**src/rtl/forth_pkg.sv**
```systemverilog
// Shared definitions for the Forth stack controllers: state encoding and default widths.
package forth_pkg;

  localparam int DEFAULT_DATA_WIDTH = 16;
  localparam int DEFAULT_ADDR_WIDTH = 10;

  typedef enum logic {
    IDLE     = 1'b0,
    POP_WAIT = 1'b1
  } stack_state_t;

endpackage

```
**src/rtl/stack_ctrl.sv**
```systemverilog
// Stack controller: top entry held in a register, the rest spilled to an external
// simple dual-port RAM with registered read data.
//
// state    | meaning
// IDLE     | accepting push/pop requests
// POP_WAIT | refill of tos from RAM in flight, requests ignored
module stack_ctrl
  import forth_pkg::*;
#(
  parameter int DATA_WIDTH = DEFAULT_DATA_WIDTH,
  parameter int ADDR_WIDTH = DEFAULT_ADDR_WIDTH
) (
  input  logic                  clock,
  input  logic                  reset,
  input  logic                  push,
  input  logic                  pop,
  input  logic [DATA_WIDTH-1:0] push_data,
  input  logic                  clear_err,
  output logic [DATA_WIDTH-1:0] tos,
  output logic                  tos_valid,
  output logic                  busy,
  output logic [ADDR_WIDTH:0]   depth,
  output logic                  empty,
  output logic                  full,
  output logic                  overflow,
  output logic                  underflow,
  output logic [DATA_WIDTH-1:0] ram_data,
  output logic [ADDR_WIDTH-1:0] ram_write_addr,
  output logic [ADDR_WIDTH-1:0] ram_read_addr,
  output logic                  ram_we,
  input  logic [DATA_WIDTH-1:0] ram_q
);

  localparam logic [ADDR_WIDTH:0] DEPTH_ONE = (ADDR_WIDTH+1)'(1);
  localparam logic [ADDR_WIDTH:0] DEPTH_TWO = (ADDR_WIDTH+1)'(2);
  localparam logic [ADDR_WIDTH:0] DEPTH_MAX = (ADDR_WIDTH+1)'((1 << ADDR_WIDTH) + 1);

  stack_state_t          state_q;
  logic [ADDR_WIDTH:0]   depth_q;
  logic [DATA_WIDTH-1:0] tos_q;
  logic                  overflow_q;
  logic                  underflow_q;

  logic                  idle;
  logic                  push_only;
  logic                  pop_only;
  logic                  pop_refill;
  logic                  set_ovf;
  logic                  set_udf;
  logic [ADDR_WIDTH-1:0] sp;
  logic [ADDR_WIDTH-1:0] sp_dec;

  assign empty     = (depth_q == '0);
  assign full      = (depth_q == DEPTH_MAX);
  assign tos_valid = !empty;
  assign depth     = depth_q;
  assign tos       = tos_q;
  assign busy      = (state_q == POP_WAIT);
  assign overflow  = overflow_q;
  assign underflow = underflow_q;

  // sp = depth-1; the low address bits alone suffice because a full stack
  // (depth 2**ADDR_WIDTH+1) never addresses RAM.
  assign sp     = empty ? '0 : depth_q[ADDR_WIDTH-1:0] - ADDR_WIDTH'(1);
  assign sp_dec = sp - ADDR_WIDTH'(1);

  assign idle       = (state_q == IDLE) && !reset;
  assign push_only  = idle && push && !pop;
  assign pop_only   = idle && pop && !push;
  assign pop_refill = pop_only && (depth_q >= DEPTH_TWO);
  assign set_ovf    = push_only && full;
  assign set_udf    = idle && pop && empty;

  assign ram_we         = push_only && !full && !empty;
  assign ram_write_addr = sp;
  assign ram_data       = tos_q;
  assign ram_read_addr  = pop_refill ? sp_dec : sp;

  always_ff @(posedge clock) begin
    if (reset) begin
      state_q     <= IDLE;
      depth_q     <= '0;
      tos_q       <= '0;
      overflow_q  <= 1'b0;
      underflow_q <= 1'b0;
    end else begin
      overflow_q  <= set_ovf || (overflow_q && !clear_err);
      underflow_q <= set_udf || (underflow_q && !clear_err);
      case (state_q)
        IDLE: begin
          if (push && pop) begin
            tos_q <= push_data;
            if (empty) depth_q <= DEPTH_ONE;
          end else if (push) begin
            if (!full) begin
              tos_q   <= push_data;
              depth_q <= depth_q + DEPTH_ONE;
            end
          end else if (pop) begin
            if (!empty) begin
              depth_q <= depth_q - DEPTH_ONE;
              if (depth_q >= DEPTH_TWO) state_q <= POP_WAIT;
            end
          end
        end
        POP_WAIT: begin
          tos_q   <= ram_q;
          state_q <= IDLE;
        end
        default: state_q <= IDLE;
      endcase
    end
  end

endmodule

```
**config.mk**
```make
export PLATFORM = sky130hd
export DESIGN_NAME = stack_ctrl
export DESIGN_NICKNAME = d
export VERILOG_FILES = /design/src/rtl/forth_pkg.sv /design/src/rtl/stack_ctrl.sv
export SDC_FILE = /design/constraint.sdc
export NUM_CORES = 1
export LEC_CHECK = 0
export ABC_AREA = 1
export CAP_MARGIN = 20
export CORE_UTILIZATION = 45
export CTS_BUF_LIST = sky130_fd_sc_hd__clkbuf_16
export CTS_CLUSTER_DIAMETER = 30
export DETAILED_ROUTE_END_ITERATION = 10
export PLACE_DENSITY = 0.86
export REMOVE_ABC_BUFFERS = 1
export SLEW_MARGIN = 5
export SYNTH_ARGS = -nofsm -noshare
export SYNTH_HDL_FRONTEND = slang
export SYNTH_SLANG_ARGS = --single-unit
```
**constraint.sdc**
```tcl
create_clock -name clock -period 2.98 [get_ports clock]
set_input_delay 0.596 -clock clock [delete_from_list [all_inputs] [get_ports clock]]
set_output_delay 0.596 -clock clock [all_outputs]
set_load 0.01 [all_outputs]
```
==> results.md <==
* # hold bufs at CTS at 0
* Flop2flop setup slack at 860 ps
* First-pass DRT Iterations at 4
* Worst path arrival time at 2290 ps
* Slew @ Worst Pin at 624 ps
* First-pass GRT wire length at 13300 µm
* Yosys top cell area share at 21.7%
* Final WL at 8340 µm
* Initial antenna violation count at 0
* Horiz. Die Dim at 80.3 µm
* Worst-path clk slew at 50 ps
* Nets at 615
* Final ANT Viol Nets at 0
* CP Launch Type: input pin
* Die area at 0.00645 mm²
* CP peak stage delay at 550 ps
* Worst min path class: register to register
* Worst VDD drop at 0.884 mV
* Vias/cell at 5.16
* Status: finished clean
* GRT Total Usage at 25.8%
* RePlAce Congestion at 0.918
* Power per Cell Area at 1140 mW/mm²
* Largest net degree at the start of global routing at 33
* Crit path from: pop
* Synth Register Bits at 30
* Crit share post-route at 96.8%
* Syn avg cell area at 6.02 µm²
* Design Power at 4.61 mW
* Synth Area in Simple Gates at 44.4%
* Worst-skew pair later-pin latency at 270 ps
* CTS sink cnt at 30
* Number of buffers added on ports at 106
* Starting Density at 46.6%
* Max-cap violation count at 0
* Maximum clock rate at 347 MHz
* Total congestion overflow at 0
* Maximum level of the CTS H-tree at 2
* Via count at 3292
* CP required at 2380 ps
* Post-DP HPWL at 6430 µm
* Starting DRT DRC Count at 152
* Distinct cells, synth at 29
* Max Fanout on Critical Path at 3
* Vias in the first global route at 3047
* Largest family of logic cells by synthesized area: simple AND/OR/NAND/NOR gates
* Most common cell after layout, fill and taps aside: nand2_1
* Ys Warns at 0
* Worst-case clock buffer depth at 2
* Most frequent cells in the layout: nand2_1 (145), clkdlybuf4s50_1 (96), inv_1 (49), nor2_1 (45), a21oi_1 (34)
* Crit-path slowest cell: clkdlybuf4s50_1
* Biggest area consumer among synthesized cells: dfxtp_1
* Min cycle time layout at 2890 ps
* Inserted Diodes at 0
* Critical path's most frequent cell: clkdlybuf4s50_1
* DRC errors left at 0
* Critical Path End Type: primary output
* Wirelength per Cell at 13.1 µm
* Fin util at 68.3%
* Area Overhead vs Synth at 46.4%
* Multi-input logic area at 0.00177 mm²
* Compound-Gate Fraction of Synth Area at 7.88%
* Syn Inst Count at 459
* Endpoints failing setup at 0
* Post-CTS Setup Bufs at 0
* RSZ-0062 raised after global routing: false
* Layout cell share with drive strength beyond 1 at 11.2%
* Inserted Clock Buffers at 5
* CTS tree: done
* Critical path class: input pin to primary output
* RR Startpoint: depth[0]
* Root buffer cell: clkbuf_16
* Final Max Slew Viols at 0
* Synth Area in XOR/XNOR at 4.12%
* Num ports at 107
* Sequential area share after synthesis at 21.7%
* Core ar. at 0.00592 mm²
* Fill cell count at 486
* Area contributors post-synth: dfxtp_1 (22%), nand2_1 (20%), inv_1 (6.9%), nor2_1 (6.5%), a21oi_1 (6.3%)
* Worst Skew at 7.55 ps
* Reg area at 601 µm²
* Static leakage at 1.98 nW
* Hold Crit Start: overflow
* Crit-path cells: clkdlybuf4s50_1 > buf_4 > nor4_1 > nand2_1 > nor2_1 > clkdlybuf4s50_1
* Row count at 28
* Mapped cell area at 0.00276 mm²
* Endpoints failing hold at 0
* Die Height at 80.3 µm
* Mux contribution to synthesized area at 0%
* Slew margin rel. at 58.4%
* Adder-cell share of the synthesized area at 7.07%
-- report_power, final --
| part | switching [mW] | total (mW) | internal [mW] | leakage [nW] |
|---|---|---|---|---|
| Sequential | 0.0758 | 0.576 | 0.500 | 0.248 |
| Clock | 0.165 | 0.550 | 0.385 | 0.0773 |
| Combinational | 1.93 | 3.48 | 1.55 | 1.66 |
| Total | 2.17 | 4.61 | 2.43 | 1.98 |
-- sequential cells by signal, summed over array words and instances, names as in the netlist --
register and cells:
ram_data 16, depth 11, busy 1, overflow 1, underflow 1
-- worst max-delay path, delay by kind of cell --
kind                   cells  cell delay [ps]
buffers and inverters      3             1120
AND/OR/NAND/NOR            3              580
-- synthesized netlist by cell type --
master and instances:
nor2_4 5, inv_2 3, nor2_2 4, buf_6 1, nand2_4 1, o31ai_2 1, ha_1 14, clkbuf_1 5
nand4_1 23, fa_1 1, clkinv_1 1, dfxtp_1 30, o21ai_0 6, xor2_1 10, nand3_2 2, nor4_1 2
buf_4 18, nand3_1 29, buf_2 7, xnor2_1 3, and2_1 1, inv_1 51, a21oi_1 35, nor3_1 2
nor3_2 1, nand2_1 145, nand2_2 8, or2_2 2, nor2_1 48
-- routing by layer --
metal  vias to the layer above  GRT usage [%]  part of all wire (%)  routed length [µm]
li1                       1648              -                     -                   -
met1                      1505           29.4                    41                3380
met2                       119           47.9                    52                4310
met3                        20           3.98                   5.7                 472
met4                         0           9.46                   2.1                 176
met5                         -              0                     0                   0
-- timing repair --
action                                  CTS  global route
hold endpoints to repair                  0             0
endpoints found under the setup margin    9             6
resized for setup                        11            10
-- through the flow --
step	cells	hold slack (ps)	TNS [ps]	setup slack [ps]	area, µm²
after floorplan	428	481	0	141	2560
after global placement	631	456	-224	-88.0	3880
after detailed placement	631	463	-505	-166	3880
after CTS	638	473	0	38.8	4040
after global routing	638	516	0	8.72	4040
final	638	470	0	95.0	4040
-- logic make-up after synthesis --
logic type      after synthesis
flops                        30
xor+xnor                     13
simple gates                273
fa+ha+maj                    15
compound gates               42
buf+inv                      86
-- cell type report --
| class | count | share of cell area, % |
|---|---|---|
| Tap cell | 75 | 2.32 |
| Clock buffer | 5 | 3.10 |
| Timing Repair Buffer | 128 | 30.0 |
| Multi-Input combinational cell | 343 | 43.7 |
| Clock inverter | 2 | 0.836 |
| Sequential cell | 30 | 14.9 |
| Inverter | 55 | 5.17 |
-- final timing paths --
| check | cells past startpoint | to |
|---|---|---|
| max | 6 | ram_we |
| max reg2reg | 9 | ram_data[11] |
| min reg2reg | 2 | overflow |
| min | 2 | overflow |
Power figures use the tool's default switching activity.
